## src/rtl/if_pkg.sv

```systemverilog
// ---------------------------------------------------------------------------
// if_pkg
//   Shared types and constants for the IF-stage fetch unit.
//   - IF_WIDTH / IF_ILEN / IF_BUF_DEPTH : default address width, instruction
//     width and credit limit of the fetch unit.
//   - cnt_w()       : width of a counter that must hold 0..depth inclusive.
//   - CNT_W         : counter width for the default credit limit.
//   - fetch_entry_t : one buffered instruction together with its PC.
// ---------------------------------------------------------------------------
package if_pkg;

    localparam int IF_WIDTH     = 32;
    localparam int IF_ILEN      = 32;
    localparam int IF_BUF_DEPTH = 2;

    function automatic int cnt_w(input int depth);
        return $clog2(depth + 1);
    endfunction

    localparam int CNT_W = cnt_w(IF_BUF_DEPTH);

    typedef struct packed {
        logic [IF_WIDTH-1:0] pc;
        logic [IF_ILEN-1:0]  instr;
    } fetch_entry_t;

endpackage

```

## src/rtl/fetch_fifo.sv

```systemverilog
// ---------------------------------------------------------------------------
// fetch_fifo
//   Small synchronous FIFO used for the pending-PC queue and the output
//   buffer of the fetch unit.
//   Ports:
//     clk, reset  clock, asynchronous active-high reset (storage zeroed)
//     clear       drop all entries; wins over push/pop in the same cycle
//     push        write push_data at the tail (ignored when full, unless a
//                 pop frees the slot in the same cycle)
//     push_data   entry to write
//     pop         remove the head entry (ignored when empty)
//     head        current head entry (stale data when count == 0)
//     count       number of stored entries, 0..DEPTH
// ---------------------------------------------------------------------------
module fetch_fifo
    import if_pkg::*;
#(
    parameter type T     = logic,
    parameter int  DEPTH = 2
) (
    input  logic                     clk,
    input  logic                     reset,
    input  logic                     clear,
    input  logic                     push,
    input  T                         push_data,
    input  logic                     pop,
    output T                         head,
    output logic [cnt_w(DEPTH)-1:0]  count
);

    localparam int PTR_W = (DEPTH > 1) ? $clog2(DEPTH) : 1;
    localparam int CW    = cnt_w(DEPTH);

    T                 mem [DEPTH];
    logic [PTR_W-1:0] rd_ptr;
    logic [PTR_W-1:0] wr_ptr;
    logic             do_push;
    logic             do_pop;

    function automatic logic [PTR_W-1:0] next_ptr(input logic [PTR_W-1:0] p);
        return (p == PTR_W'(DEPTH - 1)) ? '0 : p + PTR_W'(1);
    endfunction

    assign do_pop  = pop && (count != '0);
    assign do_push = push && ((count != CW'(DEPTH)) || do_pop);
    assign head    = mem[rd_ptr];

    always_ff @(posedge clk or posedge reset) begin
        if (reset) begin
            rd_ptr <= '0;
            wr_ptr <= '0;
            count  <= '0;
            for (int i = 0; i < DEPTH; i++) begin
                mem[i] <= '0;
            end
        end else if (clear) begin
            rd_ptr <= '0;
            wr_ptr <= '0;
            count  <= '0;
        end else begin
            if (do_push) begin
                mem[wr_ptr] <= push_data;
                wr_ptr      <= next_ptr(wr_ptr);
            end
            if (do_pop) begin
                rd_ptr <= next_ptr(rd_ptr);
            end
            count <= count + CW'(do_push) - CW'(do_pop);
        end
    end

endmodule

```

## src/rtl/if_fetch.sv

```systemverilog
// ---------------------------------------------------------------------------
// if_fetch
//   Fetch side of the IF stage. Takes the PC register output, issues in-order
//   instruction-memory reads, and buffers returned words toward ID. Holds the
//   PC register (pc_hold -> update_n) unless a request is accepted or a
//   redirect happens. On flush, every response still in flight is discarded.
//
//   Ports:
//     clk, reset      clock, asynchronous active-high reset
//     pc_addr         current PC from the PC register
//     pc_hold         1 = PC register holds, 0 = PC loads next/redirect target
//     flush           redirect this cycle
//     imem_req_*      read request (valid/ready/addr), addr = pc_addr
//     imem_rsp_*      read response, in order, no backpressure
//     id_valid/ready  instruction handshake toward ID
//     id_instr, id_pc head of the output buffer
//
//   Handshakes: a transfer happens on a rising clk edge where valid && ready
//   are both high; valid never depends on ready of the same interface. The
//   imem response side has no ready: the credit rule guarantees a free slot.
//
//   WIDTH/ILEN must match IF_WIDTH/IF_ILEN because buffered entries use
//   fetch_entry_t from if_pkg.
// ---------------------------------------------------------------------------
module if_fetch
    import if_pkg::*;
#(
    parameter int WIDTH     = IF_WIDTH,
    parameter int ILEN      = IF_ILEN,
    parameter int BUF_DEPTH = IF_BUF_DEPTH
) (
    input  logic             clk,
    input  logic             reset,
    input  logic [WIDTH-1:0] pc_addr,
    output logic             pc_hold,
    input  logic             flush,
    output logic             imem_req_valid,
    input  logic             imem_req_ready,
    output logic [WIDTH-1:0] imem_req_addr,
    input  logic             imem_rsp_valid,
    input  logic [ILEN-1:0]  imem_rsp_data,
    output logic             id_valid,
    input  logic             id_ready,
    output logic [ILEN-1:0]  id_instr,
    output logic [WIDTH-1:0] id_pc
);

    // Counter width: the package constant for the default depth.
    localparam int CW  = (BUF_DEPTH == IF_BUF_DEPTH) ? CNT_W : cnt_w(BUF_DEPTH);
    localparam int CW1 = CW + 1;

    logic [CW-1:0]    inflight;
    logic [CW-1:0]    discard;
    logic [CW-1:0]    inflight_next;
    logic [CW-1:0]    pend_count;
    logic [CW-1:0]    buf_count;
    logic [CW:0]      occupancy;
    logic             req_fire;
    logic             rsp_keep;
    logic             id_fire;
    logic [WIDTH-1:0] pend_head;
    fetch_entry_t     buf_in;
    fetch_entry_t     buf_head;

    // Slots already committed: responses we will keep plus buffered words.
    // Only issuing below BUF_DEPTH means a kept response always finds room.
    assign occupancy      = {1'b0, inflight - discard} + {1'b0, buf_count};
    assign imem_req_valid = !reset && !flush && (occupancy < CW1'(BUF_DEPTH));
    assign imem_req_addr  = pc_addr;
    assign req_fire       = imem_req_valid && imem_req_ready;
    assign pc_hold        = !(req_fire || flush);

    assign rsp_keep = imem_rsp_valid && (discard == '0);

    // A squashed ID does not consume the head on a flush cycle.
    assign id_valid = (buf_count != '0);
    assign id_fire  = id_valid && id_ready && !flush;
    assign id_instr = buf_head.instr;
    assign id_pc    = buf_head.pc;

    assign inflight_next = inflight + CW'(req_fire) - CW'(imem_rsp_valid);

    always_ff @(posedge clk or posedge reset) begin
        if (reset) begin
            inflight <= '0;
            discard  <= '0;
        end else begin
            inflight <= inflight_next;
            if (flush) begin
                // Everything still outstanding after this edge is stale.
                discard <= inflight_next;
            end else if (imem_rsp_valid && (discard != '0)) begin
                discard <= discard - CW'(1);
            end
        end
    end

    fetch_fifo #(
        .T     (logic [WIDTH-1:0]),
        .DEPTH (BUF_DEPTH)
    ) u_pend (
        .clk       (clk),
        .reset     (reset),
        .clear     (flush),
        .push      (req_fire),
        .push_data (pc_addr),
        .pop       (rsp_keep),
        .head      (pend_head),
        .count     (pend_count)
    );

    assign buf_in = '{pc: pend_head, instr: imem_rsp_data};

    // A kept response arriving with a flush is dropped with the rest.
    fetch_fifo #(
        .T     (fetch_entry_t),
        .DEPTH (BUF_DEPTH)
    ) u_out_buf (
        .clk       (clk),
        .reset     (reset),
        .clear     (flush),
        .push      (rsp_keep && !flush),
        .push_data (buf_in),
        .pop       (id_fire),
        .head      (buf_head),
        .count     (buf_count)
    );

    always @(posedge clk) begin
        if (!reset) begin
            assert (inflight <= CW'(BUF_DEPTH));
            assert (!(imem_rsp_valid && (inflight == '0)));
            assert (pend_count == inflight - discard);
        end
    end

endmodule

```

## config.mk

```make
export PLATFORM = sky130hd
export DESIGN_NAME = if_fetch
export DESIGN_NICKNAME = d
export VERILOG_FILES = /design/src/rtl/if_pkg.sv /design/src/rtl/fetch_fifo.sv /design/src/rtl/if_fetch.sv
export SDC_FILE = /design/constraint.sdc
export NUM_CORES = 1
export LEC_CHECK = 0
export ABC_AREA = 1
export BUFFER_PORTS_ARGS = -buffer_cell sky130_fd_sc_hd__clkbuf_2
export CAP_MARGIN = 10
export CORE_MARGIN = 2
export CORE_UTILIZATION = 52
export DETAILED_ROUTE_END_ITERATION = 16
export GPL_TIMING_DRIVEN = 0
export PLACE_DENSITY = 0.75
export SKIP_LAST_GASP = 1
export SLEW_MARGIN = 10
export SYNTH_ARGS = -nofsm -noshare
export SYNTH_HDL_FRONTEND = slang
export SYNTH_SLANG_ARGS = --single-unit
```

## constraint.sdc

```tcl
create_clock -name clk -period 12.48 [get_ports clk]
set_input_delay 1.248 -clock clk [delete_from_list [all_inputs] [get_ports clk]]
set_output_delay 1.248 -clock clk [all_outputs]
set_load 0.1 [all_outputs]
```

-- After elaboration in Yosys (flattened, before gate mapping)
Cells that the tools add are included.
- bits in registers: 204
- input bits: 70
- output and inout port bits: 99
- logic and storage cells: 100
- add/subtract/negate cells: 13
- order comparisons: 7
- equal/unequal tests: 2
- muxes and demuxes: 28
- bitwise operators: 5
- reductions and logical operators: 31
- operator list (kind ; count):
    two-way mux 64 bit ; 4
    bitwise mux 128 bit ; 1
    two-way mux 32 bit ; 4
    bitwise mux 64 bit ; 1
    demux 64 bit (select 1 bit) ; 1
    demux 32 bit (select 1 bit) ; 1
    nonzero test 2 bit ; 8
    logical AND 1 bit ; 14
    two-way mux 1 bit ; 12
    >= comparator 2 bit, second input constant ; 4
    two-way mux 2 bit ; 4
    inverter 1 -> 2 bit ; 4
    adder 2 x 1 -> 2 bit ; 3
    subtractor 2 x 1 -> 2 bit ; 3
    adder 1 bit, second input constant ; 4
    less-than comparator 2 x 1 -> 1 bit, second input constant ; 2
    inequality test 2 bit, second input constant ; 2
    AND reduction 2 bit ; 2
    adder 2 x 2 -> 3 bit ; 1
    zero test 1 bit ; 3
    logical OR 1 bit ; 3
    less-than comparator 3 x 2 -> 1 bit, second input constant ; 1
    zero test 2 bit ; 1
    subtractor 2 x 1 -> 2 bit, second input constant ; 1
    2 further kinds ; 2

-- Logic depth before layout (Yosys ltp)
- depth after elaboration: 9
- gate-level depth with buffers: 16
- depth with buffers taken out: 16

-- Cells and area by module
From an unflattened synthesis, not the netlist that was laid out.
- cell total of the unflattened synthesis: 1317
- area total of the unflattened synthesis: 10207.3 µm²
- modules (own cells, without submodules) (module ; times used ; cells an instance ; area each (µm²) ; seq. area each (µm²)):
    fetch_fifo (u_out_buf) ; 1 ; 810 ; 6322.3 ; 3303.2
    fetch_fifo (u_pend) ; 1 ; 421 ; 3278.1 ; 1701.6
    if_fetch ; 1 ; 86 ; 606.8 ; 100.1

-- Worst setup path before layout
Ideal clock, no wire load.
- path kind: flip-flop to output port
- from: register u_out_buf.rd_ptr
- to: output id_pc[18]
- data arrival time: 2.836 ns
- data required time: 11.232 ns
- setup slack: 8.396 ns
- cell stages (with the launch flop): 4
- path buffers: 2
- path through: dfrtp_1 -> buf_2 -> clkbuf_1 -> o21ai_0
- word-level cells in the longest chain between the ends: 4
- RTL lines (what ; RTL line ; source):
    start, declared ; fetch_fifo.sv:35 ; logic [PTR_W-1:0] rd_ptr;
    start signal, assigned ; fetch_fifo.sv:66 ; rd_ptr <= next_ptr(rd_ptr);
    inverter 1 -> 2 bit (implied by the code) ; fetch_fifo.sv:46 ; assign head = mem[rd_ptr];
    two-way mux 64 bit (implied by the code) (3 in series) ; fetch_fifo.sv:46 ;
    end, declared ; if_fetch.sv:45 ; output logic [WIDTH-1:0] id_pc
Every way passes these cells. The select of a mux whose other input is x is not followed.

-- Final worst setup path
- from: register inflight[0]
- to: output imem_req_valid
- word-level cells in the longest chain between the ends: 4
- RTL lines (what ; RTL line ; source):
    start, declared ; if_fetch.sv:52 ; logic [CW-1:0] inflight;
    start signal, assigned ; if_fetch.sv:88 ; inflight <= inflight_next;
    subtractor 2 bit ; if_fetch.sv:67 ; assign occupancy = {1'b0, inflight - discard} + {1'b0, buf_count};
    adder 2 x 2 -> 3 bit ; if_fetch.sv:67 ;
    less-than comparator 3 x 2 -> 1 bit ; if_fetch.sv:68 ; assign imem_req_valid = !reset && !flush && (occupancy < CW1'(BUF_DEPTH));
    logical AND 1 bit ; if_fetch.sv:68 ;
    end, declared ; if_fetch.sv:37 ; output logic imem_req_valid,
Every way passes these cells.

==> flow_summary.toml <==
[finish]
most-common-layout-cells = "490 x nand2_1, 204 x dfrtp_1, 167 x clkbuf_2"
layout_commonest_cell = "nand2_1"
syn_to_final_growth_pct = 19.97
final_layout_size_suffix_gt1_share_pct = 20.63
fin_nets = 1470
num_antenna_cells = 0

[critical_path]
end_kind = "primary output"
worstPathRequired_ns = 11.23
arrival_ns = 2.70
crit_type = "reg2out"
critPathLaunch = "inflight[0]"
r2r-start = "inflight[0]"
start_kind = "flip-flop"
critPathMaxFanout = 2

[flow_run]
cap_viol_max_count = 0

[timing]
setup_ws_ns = 8.528
period_share_pct = 31.67
worstMarginPinSlew_ns = 0.6966
finalCriticalPeriod_ns = 3.952
fin_skew_ns = 0.007823
hold_viol_final = 0
setup-tns-final_ns = 0
drv_slew = 0
relSlewSlack_pct = 53.56
rsz0062_at_grt = "false"
fmax_ghz = 0.2530
setup_viol = 0

[detailed_routing]
drtIter0Drc = 620
vias = 8334
routed_wirelength_um = 23940
wl_per_cell_um = 14.64
ant_nets = 0
drt_pre_antenna_iters = 5
drc = 0
vias_per_cell = 5.097

[yosys]
synth-seq-area-share_pct = 53.16
synth_fp_nets = 1278
synth_top_area_share_pct = 53.16
ys_top_cells_by_area = "dfrtp_1 53%, nand2_1 19%, o21ai_0 5.6%"
netlist_area_sq_um = 9603
yosys_warnings = 0
synth_area_per_cell_sq_um = 8.009
synth_edf_count = 0
syn_inst = 1199
async_flop_share_pct = 100.0
yosys_register_bits = 204
yosys.area.top_type = "dfrtp_1"
synth-main-ff-cell = "dfrtp_1"
synth_cell_type_count = 27

[clocking]
clock-sinks = 204
cts_buffers = 22
cts_setup_buffers = 0
ctsResizeCount = 0
cts_buffer_depth = 3
clk_latency_ns = 0.50
cts_root_buffer = "clkbuf_16"
cts_max_level = 1
clk_pin_slew_ns = 0.06
cts_tree = "yes"
hold_buffers = 0

[worst_hold_path]
hold_path_class = "reg2reg"
hp-start = "u_pend.mem[1]"

[global_route]
grt_remaining_overflow = 0
grt_max_degree = 107
grt_usage_pct = 24.43
antenna_found_initial = 0
grt_pass1_vias = 7918
grt_pass1_wl_um = 39270

[place]
dp_hpwl_um = 16710
gp_congestion = 0.8388
port-buffer-count = 167
pre_cts_slack_ns = 9.031

[floorplanning]
dieWidth_um = 139.9
row_count = 49
die_area_sq_um = 19570
die_h_um = 139.9
core_sq_um = 18020
start_util_pct = 53.28
ioPinCount = 169

[pwr]
power_density_nw_per_um2 = 296.9
ir_drop_mv = 0.2375
power.leakage_nw = 6.262
power_mw = 3.420

[status]
status = "completed"
[area by class of cell]
class / instances / area, sq um
Timing Repair Buffer: 168 / 863.3
Sequential cell: 204 / 5105
Clock buffer: 35 / 679.4
Inverter: 89 / 341.6
Multi-Input combinational cell: 798 / 3502
Tap cell: 229 / 286.5
Fill cell: 1606 / 6504
Clock inverter: 4 / 81.33
Buffer: 108 / 661.9
[worst max-delay path, cell delays in order, from the launching register on]
cell	delay, ns
dfrtp_1	0.35
inv_1	0.05
ha_1	0.29
or2_2	0.31
fa_1	0.49
nand2_1	0.05
inv_1	0.08
nand2_1	0.08
inv_1	0.07
clkbuf_2	0.45
[per-stage QoR]
step | hold WS (ns) | utilization, % | cells | instance area [sq um]
final | 0.4690 | 63.92 | 1635 | 11520
after floorplan | 0.4417 | - | 1199 | 9603
after CTS | 0.4728 | 63.92 | 1635 | 11520
after detailed placement | 0.4582 | 59.70 | 1596 | 10760
after global routing | 0.4845 | 63.92 | 1635 | 11520
after global placement | 0.4545 | 59.50 | 1595 | 10730
[registers in the layout, summed over array words and instances (netlist names)]
register          cells
discard               2
inflight              2
u_pend.count          2
u_out_buf.wr_ptr      1
u_pend.wr_ptr         1
u_pend.mem           64
u_out_buf.mem       128
u_out_buf.count       2
u_pend.rd_ptr         1
u_out_buf.rd_ptr      1
[cell usage after synthesis (all sizes together), types with 2 or more instances]
cell type and instances:
o21ai 196, buf 80, clkbuf 28, nor2 17, nand2 491, ha 8, a21oi 2, xor2 5
inv 88, xnor2 4, nand3 70, dfrtp 204
[power breakdown]
part           internal (mW)  switching (mW)  leakage [nW]  total [mW]
clock                  0.414           0.257         0.374       0.671
combinational          0.313            1.40          3.22        1.71
sequential             0.926           0.110          2.67        1.04
[cell families after synthesis]
family	count (synthesis)	share of synthesized area, %
compound gates	198	10.32
fa+ha+maj	9	1.251
buf+inv	197	10.37
xor+xnor	9	0.8208
simple gates	582	24.08
flops	204	53.16
[final timing paths]
path,endpoint,cells past startpoint,slack (ns)
hold / removal,u_pend.mem[1],2,0.47
hold reg to reg,u_pend.mem[1],2,0.47
min in group asynchronous,inflight[0],2,0.91
max in group asynchronous,u_out_buf.mem[102],3,10.60
setup / recovery,imem_req_valid,9,8.53
setup reg to reg,inflight[1],13,9.67
[per-layer routing]
layer,global-route usage [%],part of all wire [%],vias to the layer above
met5,0,0,-
met4,5.632,1.3,0
met3,3.556,6.3,25
met2,39.82,47,268
met1,35.09,45,3926
li1,-,-,4115
(Power assumes the default switching activity.)
